$ cat src/rtl/traffic_pkg.sv
// traffic_pkg
// Shared definitions for the junction phase controller: road codes, the
// phase state encoding and a road-to-lamp one-hot helper.
// No ports (package).
package traffic_pkg;

    localparam logic [1:0] ROAD_N = 2'd0;
    localparam logic [1:0] ROAD_E = 2'd1;
    localparam logic [1:0] ROAD_S = 2'd2;
    localparam logic [1:0] ROAD_W = 2'd3;

    typedef enum logic [1:0] {
        PH_ALLRED = 2'd0,
        PH_GREEN  = 2'd1,
        PH_YELLOW = 2'd2
    } phase_e;

    // Lamp vector bit order matches the road codes (bit0=N ... bit3=W).
    function automatic logic [3:0] onehot4(input logic [1:0] road);
        onehot4 = 4'b0001 << road;
    endfunction

endpackage

$ cat src/rtl/traffic_phase_controller_road_selector.sv
// road_selector
// Picks the road to serve after the current one. The three other roads are
// examined in rotation order starting after the current road; the first whose
// sensor average reaches SKIP_THRESH wins. If none qualifies, plain
// round-robin to the following road, so the current road is never re-picked.
// Ports:
//   avg_n_i/avg_e_i/avg_s_i/avg_w_i  per-road sensor averages
//   road_i                           road currently being served
//   next_o                           road chosen for the next green
module road_selector
    import traffic_pkg::*;
#(
    parameter int SKIP_THRESH = 4
) (
    input  logic [7:0] avg_n_i,
    input  logic [7:0] avg_e_i,
    input  logic [7:0] avg_s_i,
    input  logic [7:0] avg_w_i,
    input  logic [1:0] road_i,
    output logic [1:0] next_o
);

    logic [7:0] avgs [4];

    assign avgs[ROAD_N] = avg_n_i;
    assign avgs[ROAD_E] = avg_e_i;
    assign avgs[ROAD_S] = avg_s_i;
    assign avgs[ROAD_W] = avg_w_i;

    always_comb begin
        logic [1:0] cand;
        logic       found;
        next_o = road_i + 2'd1;
        cand   = road_i;
        found  = 1'b0;
        // 2-bit addition wraps naturally, giving the mod-4 rotation.
        for (int k = 1; k <= 3; k++) begin
            cand = road_i + 2'(k);
            if (!found && ({1'b0, avgs[cand]} >= 9'(SKIP_THRESH))) begin
                next_o = cand;
                found  = 1'b1;
            end
        end
    end

endmodule

$ cat src/rtl/traffic_phase_controller.sv
// traffic_phase_controller
// Sequences the junction through GREEN -> YELLOW -> ALLRED for one road at a
// time. Green length scales with the served road's sensor average, and roads
// with negligible traffic are skipped when choosing the next one. All phase
// timing advances only on the external tick enable.
// Ports:
//   clk, reset        clock and synchronous active-high reset
//   tick              one-cycle pulse per time unit
//   avg_n/e/s/w       per-road sensor averages
//   green, yellow     one-hot lamp vectors (bit0=N .. bit3=W)
//   all_red           high while in the clearance phase
//   active_road       road currently (or last) served
//   next_road         road scheduled for the next green, fed back to sensors
//   phase_remaining   ticks left in the current phase
//   phase_done        one-clock pulse after every phase transition
module traffic_phase_controller
    import traffic_pkg::*;
#(
    parameter int MIN_GREEN   = 5,
    parameter int MAX_GREEN   = 30,
    parameter int YELLOW_T    = 3,
    parameter int ALLRED_T    = 1,
    parameter int SHIFT       = 2,
    parameter int SKIP_THRESH = 4
) (
    input  logic       clk,
    input  logic       reset,
    input  logic       tick,
    input  logic [7:0] avg_n,
    input  logic [7:0] avg_e,
    input  logic [7:0] avg_s,
    input  logic [7:0] avg_w,
    output logic [3:0] green,
    output logic [3:0] yellow,
    output logic       all_red,
    output logic [1:0] active_road,
    output logic [1:0] next_road,
    output logic [7:0] phase_remaining,
    output logic       phase_done
);

    phase_e     state_q, state_d;
    logic [3:0] green_q, green_d;
    logic [3:0] yellow_q, yellow_d;
    logic       allRed_q, allRed_d;
    logic [1:0] activeRoad_q, activeRoad_d;
    logic [1:0] nextRoad_q, nextRoad_d;
    logic [7:0] remaining_q, remaining_d;
    logic       done_q, done_d;

    logic [1:0] selRoad;
    logic [7:0] nextAvg;

    // Sum is formed in 9 bits so a large average cannot wrap below MAX_GREEN.
    function automatic logic [7:0] gtime(input logic [7:0] a);
        logic [8:0] d;
        d = 9'(MIN_GREEN) + 9'(a >> SHIFT);
        if (d > 9'(MAX_GREEN)) gtime = 8'(MAX_GREEN);
        else                   gtime = d[7:0];
    endfunction

    road_selector #(
        .SKIP_THRESH(SKIP_THRESH)
    ) u_selector (
        .avg_n_i (avg_n),
        .avg_e_i (avg_e),
        .avg_s_i (avg_s),
        .avg_w_i (avg_w),
        .road_i  (activeRoad_q),
        .next_o  (selRoad)
    );

    always_comb begin
        case (nextRoad_q)
            ROAD_N:  nextAvg = avg_n;
            ROAD_E:  nextAvg = avg_e;
            ROAD_S:  nextAvg = avg_s;
            default: nextAvg = avg_w;
        endcase
    end

    // Phase sequencing: the timer counts down on tick, and on the last tick
    // of a phase the next phase's lamps and length are loaded together.
    always_comb begin
        state_d      = state_q;
        green_d      = green_q;
        yellow_d     = yellow_q;
        allRed_d     = allRed_q;
        activeRoad_d = activeRoad_q;
        nextRoad_d   = nextRoad_q;
        remaining_d  = remaining_q;
        done_d       = 1'b0;

        if (tick && (remaining_q > 8'd1)) begin
            remaining_d = remaining_q - 8'd1;
        end else if (tick) begin
            done_d = 1'b1;
            case (state_q)
                PH_ALLRED: begin
                    state_d      = PH_GREEN;
                    activeRoad_d = nextRoad_q;
                    green_d      = onehot4(nextRoad_q);
                    allRed_d     = 1'b0;
                    remaining_d  = gtime(nextAvg);
                end
                PH_GREEN: begin
                    state_d     = PH_YELLOW;
                    yellow_d    = onehot4(activeRoad_q);
                    green_d     = 4'd0;
                    remaining_d = 8'(YELLOW_T);
                    nextRoad_d  = selRoad;
                end
                default: begin
                    // Also recovers the unused encoding into a safe all-red.
                    state_d     = PH_ALLRED;
                    green_d     = 4'd0;
                    yellow_d    = 4'd0;
                    allRed_d    = 1'b1;
                    remaining_d = 8'(ALLRED_T);
                end
            endcase
        end
    end

    always_ff @(posedge clk) begin
        if (reset) begin
            state_q      <= PH_ALLRED;
            green_q      <= 4'd0;
            yellow_q     <= 4'd0;
            allRed_q     <= 1'b1;
            activeRoad_q <= ROAD_N;
            nextRoad_q   <= ROAD_N;
            remaining_q  <= 8'(ALLRED_T);
            done_q       <= 1'b0;
        end else begin
            state_q      <= state_d;
            green_q      <= green_d;
            yellow_q     <= yellow_d;
            allRed_q     <= allRed_d;
            activeRoad_q <= activeRoad_d;
            nextRoad_q   <= nextRoad_d;
            remaining_q  <= remaining_d;
            done_q       <= done_d;
        end
    end

    assign green           = green_q;
    assign yellow          = yellow_q;
    assign all_red         = allRed_q;
    assign active_road     = activeRoad_q;
    assign next_road       = nextRoad_q;
    assign phase_remaining = remaining_q;
    assign phase_done      = done_q;

endmodule

$ cat config.mk
export PLATFORM = sky130hd
export DESIGN_NAME = traffic_phase_controller
export DESIGN_NICKNAME = d
export VERILOG_FILES = /design/src/rtl/traffic_pkg.sv /design/src/rtl/traffic_phase_controller_road_selector.sv /design/src/rtl/traffic_phase_controller.sv
export SDC_FILE = /design/constraint.sdc
export NUM_CORES = 1
export LEC_CHECK = 0
export CORE_ASPECT_RATIO = 0.75
export CORE_MARGIN = 5
export CORE_UTILIZATION = 50
export CTS_CLUSTER_DIAMETER = 40
export DETAILED_ROUTE_END_ITERATION = 6
export PLACE_DENSITY = 0.86
export SETUP_SLACK_MARGIN = 0.5
export SYNTH_ARGS = -nofsm -noshare
export SYNTH_HDL_FRONTEND = slang
export SYNTH_SLANG_ARGS = --single-unit
$ cat constraint.sdc
create_clock -name clk -period 5.1 [get_ports clk]
set_input_delay 0.51 -clock clk [delete_from_list [all_inputs] [get_ports clk]]
set_output_delay 0.51 -clock clk [all_outputs]
set_load 0.02 [all_outputs]
==> reports/metrics.yaml <==
cts:
  clkLatencyLatePin_ps: 270
  path_clk_slew_ps: 80
  cts_tree: "yes"
  cts_sinks: 24
  post-cts-setup-buffer-count: 0
  max-clock-path-buffers: 2
  htreeDepth: 1
  cts_resized: 0
  ctsHoldBuffers: 0
  cts_inserted_buffers: 3
  clk_root_buffer_cell: "clkbuf_8"
place:
  dpl.hpwl_mm: 3.55
  place_congestion: 0.896
  dp.cells: 281
  portBuffers: 48
final_layout:
  regArea_sq_um: 480
  final_cell_mix: "clkdlybuf4s50_1, nor2_1, dfxtp_1, nand2_1, a21oi_1"
  multi_input_comb_area_sq_um: 1190
  final_common_cell: "clkdlybuf4s50_1"
  drive_above_1_share_pct: 9.80
  antenna_cells: 0
  fin_cells: 285
  area_delta_synth_final_pct: 30.1
  fillers: 289
  layout.nets: 289
logic_synthesis:
  netlist_area_sq_um: 1760
  synth.avg_cell_area_sq_um: 8.73
  ys.flop_type: "dfxtp_1"
  synth_fp_nets: 244
  seq_area_frac_synth_pct: 27.4
  syn_inst: 201
  yosysWarnings: 0
  synth_edf_count: 0
  synthArstFlopShare_pct: 0
  ys_ff_latch: 24
  ys_types: 53
power_and_ir_drop:
  vdd_drop_max_mv: 0.203
  clkPwrFrac_pct: 15.3
  p_comb_share_pct: 51.8
  power_frac_seq_pct: 32.8
  netSwitchingPower_w: 0.000344
  switching_share_pct: 40.9
  power_w: 0.000841
  power.leakage_nw: 0.830
  power.internal_w: 0.000497
  power_density_nw_per_um2: 368
sta:
  finalSetupViolations: 0
  period_needed_ps: 2790
  tns_ps: 0
  fmax_mhz: 358
  timing.final.crit_share_pct: 54.7
  skew_ps: 3.64
  finalHoldViolations: 0
  grt_setup_unrepaired: "false"
  max_slew_margin_pct: 59.2
  final_max_slew_viol_count: 0
  worst_slew_pin_slew_ps: 610
global_route:
  grt_pass1_wl_mm: 7.34
  grt_remaining_overflow: 0
  grt_max_degree: 18
  antenna_found_initial: 0
  grt_usage_pct: 19.7
  grt_pass1_vias: 1584
flow_run:
  maxCapViolCount: 0
floorplanning:
  io_pins: 57
  initial_core_util_pct: 52.7
  die_area_sq_um: 4810
  core-area_sq_um: 3330
  die_h_um: 61.3
  fp.dieW_um: 78.4
  row_count: 18
setup_path:
  r2r_end: "phase_remaining[0]"
  required_ps: 5270
  start_kind: "flip-flop"
  worstPathArrival_ps: 2960
  critPathMaxFanout: 13
  reg2reg_slack_ps: 2310
  critPathLaunch: "next_road[1]"
  end_kind: "flip-flop"
  r2r_cells: 6
  worstSetupPathType: "flip-flop to flip-flop"
  timing.rr.start: "next_road[1]"
route:
  wl_per_cell_um: 15.8
  vias: 1646
  drt-initial-drc-count: 49
  drt-total-wl_mm: 4.50
  drtAntennaViolNets: 0
  viasPerCell: 5.78
  drc: 0
  first_pass_iters: 4
hold_path:
  min_path_cells: 2
  min-delay-start: "all_red"
  hold_class: "flip-flop to flip-flop"
  holdPathEnd: "all_red"
outcome:
  status: "finished, final reports clean"
-- how the worst max path moves through the flow --
stage,endpoint,cells past startpoint,slack [ps]
finish,phase_remaining[0],6,2310
global route,phase_remaining[0],6,2150
CTS,phase_remaining[0],6,2300
detailed placement,phase_remaining[0],7,2190
global placement,phase_remaining[0],7,2230
floorplan,phase_remaining[0],7,2680
-- layer usage --
metal,GRT usage (%),vias to the layer above,wire (um),part of all wire (%)
li1,-,817,-,-
met3,4.39,5,301,6.7
met4,3.24,0,41,0.91
met5,0,-,0,0
met2,35.2,49,2190,49
met1,25.3,775,1970,44
-- area by class of cell --
type                    count  area share (%)
clock buffers               4            2.41
inverters                   8            1.31
multi-input cells         161            52.0
flip-flops and latches     24            21.0
well taps                  40            2.19
repair buffers             48            21.0
-- synth_stat cells, types with 2 or more instances --
master	number	share of area [%]
dfxtp_1	24	27
nand2_1	19	4.1
nand3_1	6	1.7
ha_1	8	5.7
buf_4	2	0.86
or2_2	2	0.71
mux4_2	3	3.8
xor2_1	3	1.5
nand3b_1	3	1.3
o22ai_1	2	0.71
a31oi_1	2	0.71
a22o_1	3	1.5
nor2_1	30	6.4
a311oi_1	2	1.0
a22o_2	2	1.1
o21ai_0	8	2.3
nor3_1	5	1.4
or4_1	2	0.86
and3_1	2	0.71
inv_1	7	1.5
clkbuf_1	3	0.64
xnor2_1	7	3.5
mux4_1	4	6.0
a21o_1	2	0.86
mux2_2	2	1.3
a21oi_1	12	3.4
nor3_2	2	1.1
mux2i_1	6	3.4
nand2b_1	4	1.4
-- state kept, by name, indices dropped and copies added, names as in the netlist --
name	count
active_road	2
yellow	4
green	4
all_red	1
state_q	2
next_road	2
phase_done	1
phase_remaining	8
-- kinds of logic after synthesis --
family	count (synthesis)	synth area share (%)
XOR/XNOR	10	4.99
buffers and inverters	16	4.92
multiplexers	15	14.5
adder cells (fa/ha/maj)	8	5.70
AO/OA/AOI/OAI	42	16.5
flip-flops	24	27.4
AND/OR/NAND/NOR	86	25.9
-- stage by stage --
step                      util [%]  hold WS, ps  setup slack (ps)  instance area, sq um
after CTS                     68.5          473              2300                  2280
after global placement        66.9          453              2230                  2230
final                         68.5          470              2310                  2280
after floorplan                  -          496              2680                  1760
after detailed placement      66.9          460              2190                  2230
after global routing          68.5          492              2150                  2280
-- critical path, cell delays in order (launching register included) --
cell and delay, ps:
dfxtp_1 710, mux4_1 750, ha_1 370, nor3b_1 200, a32oi_1 80, a221o_1 410, a21bo_1 180
-- power by group through the flow --
stage	combinational (W)	clock (W)	sequential (W)
after floorplan	0.000276	0	0.000298
after global placement	0.000421	0	0.000278
after detailed placement	0.000434	0	0.000280
after CTS	0.000439	0.000133	0.000276
after global routing	0.000475	0.000143	0.000284
final	0.000436	0.000129	0.000276
Power figures use the tool's default switching activity.
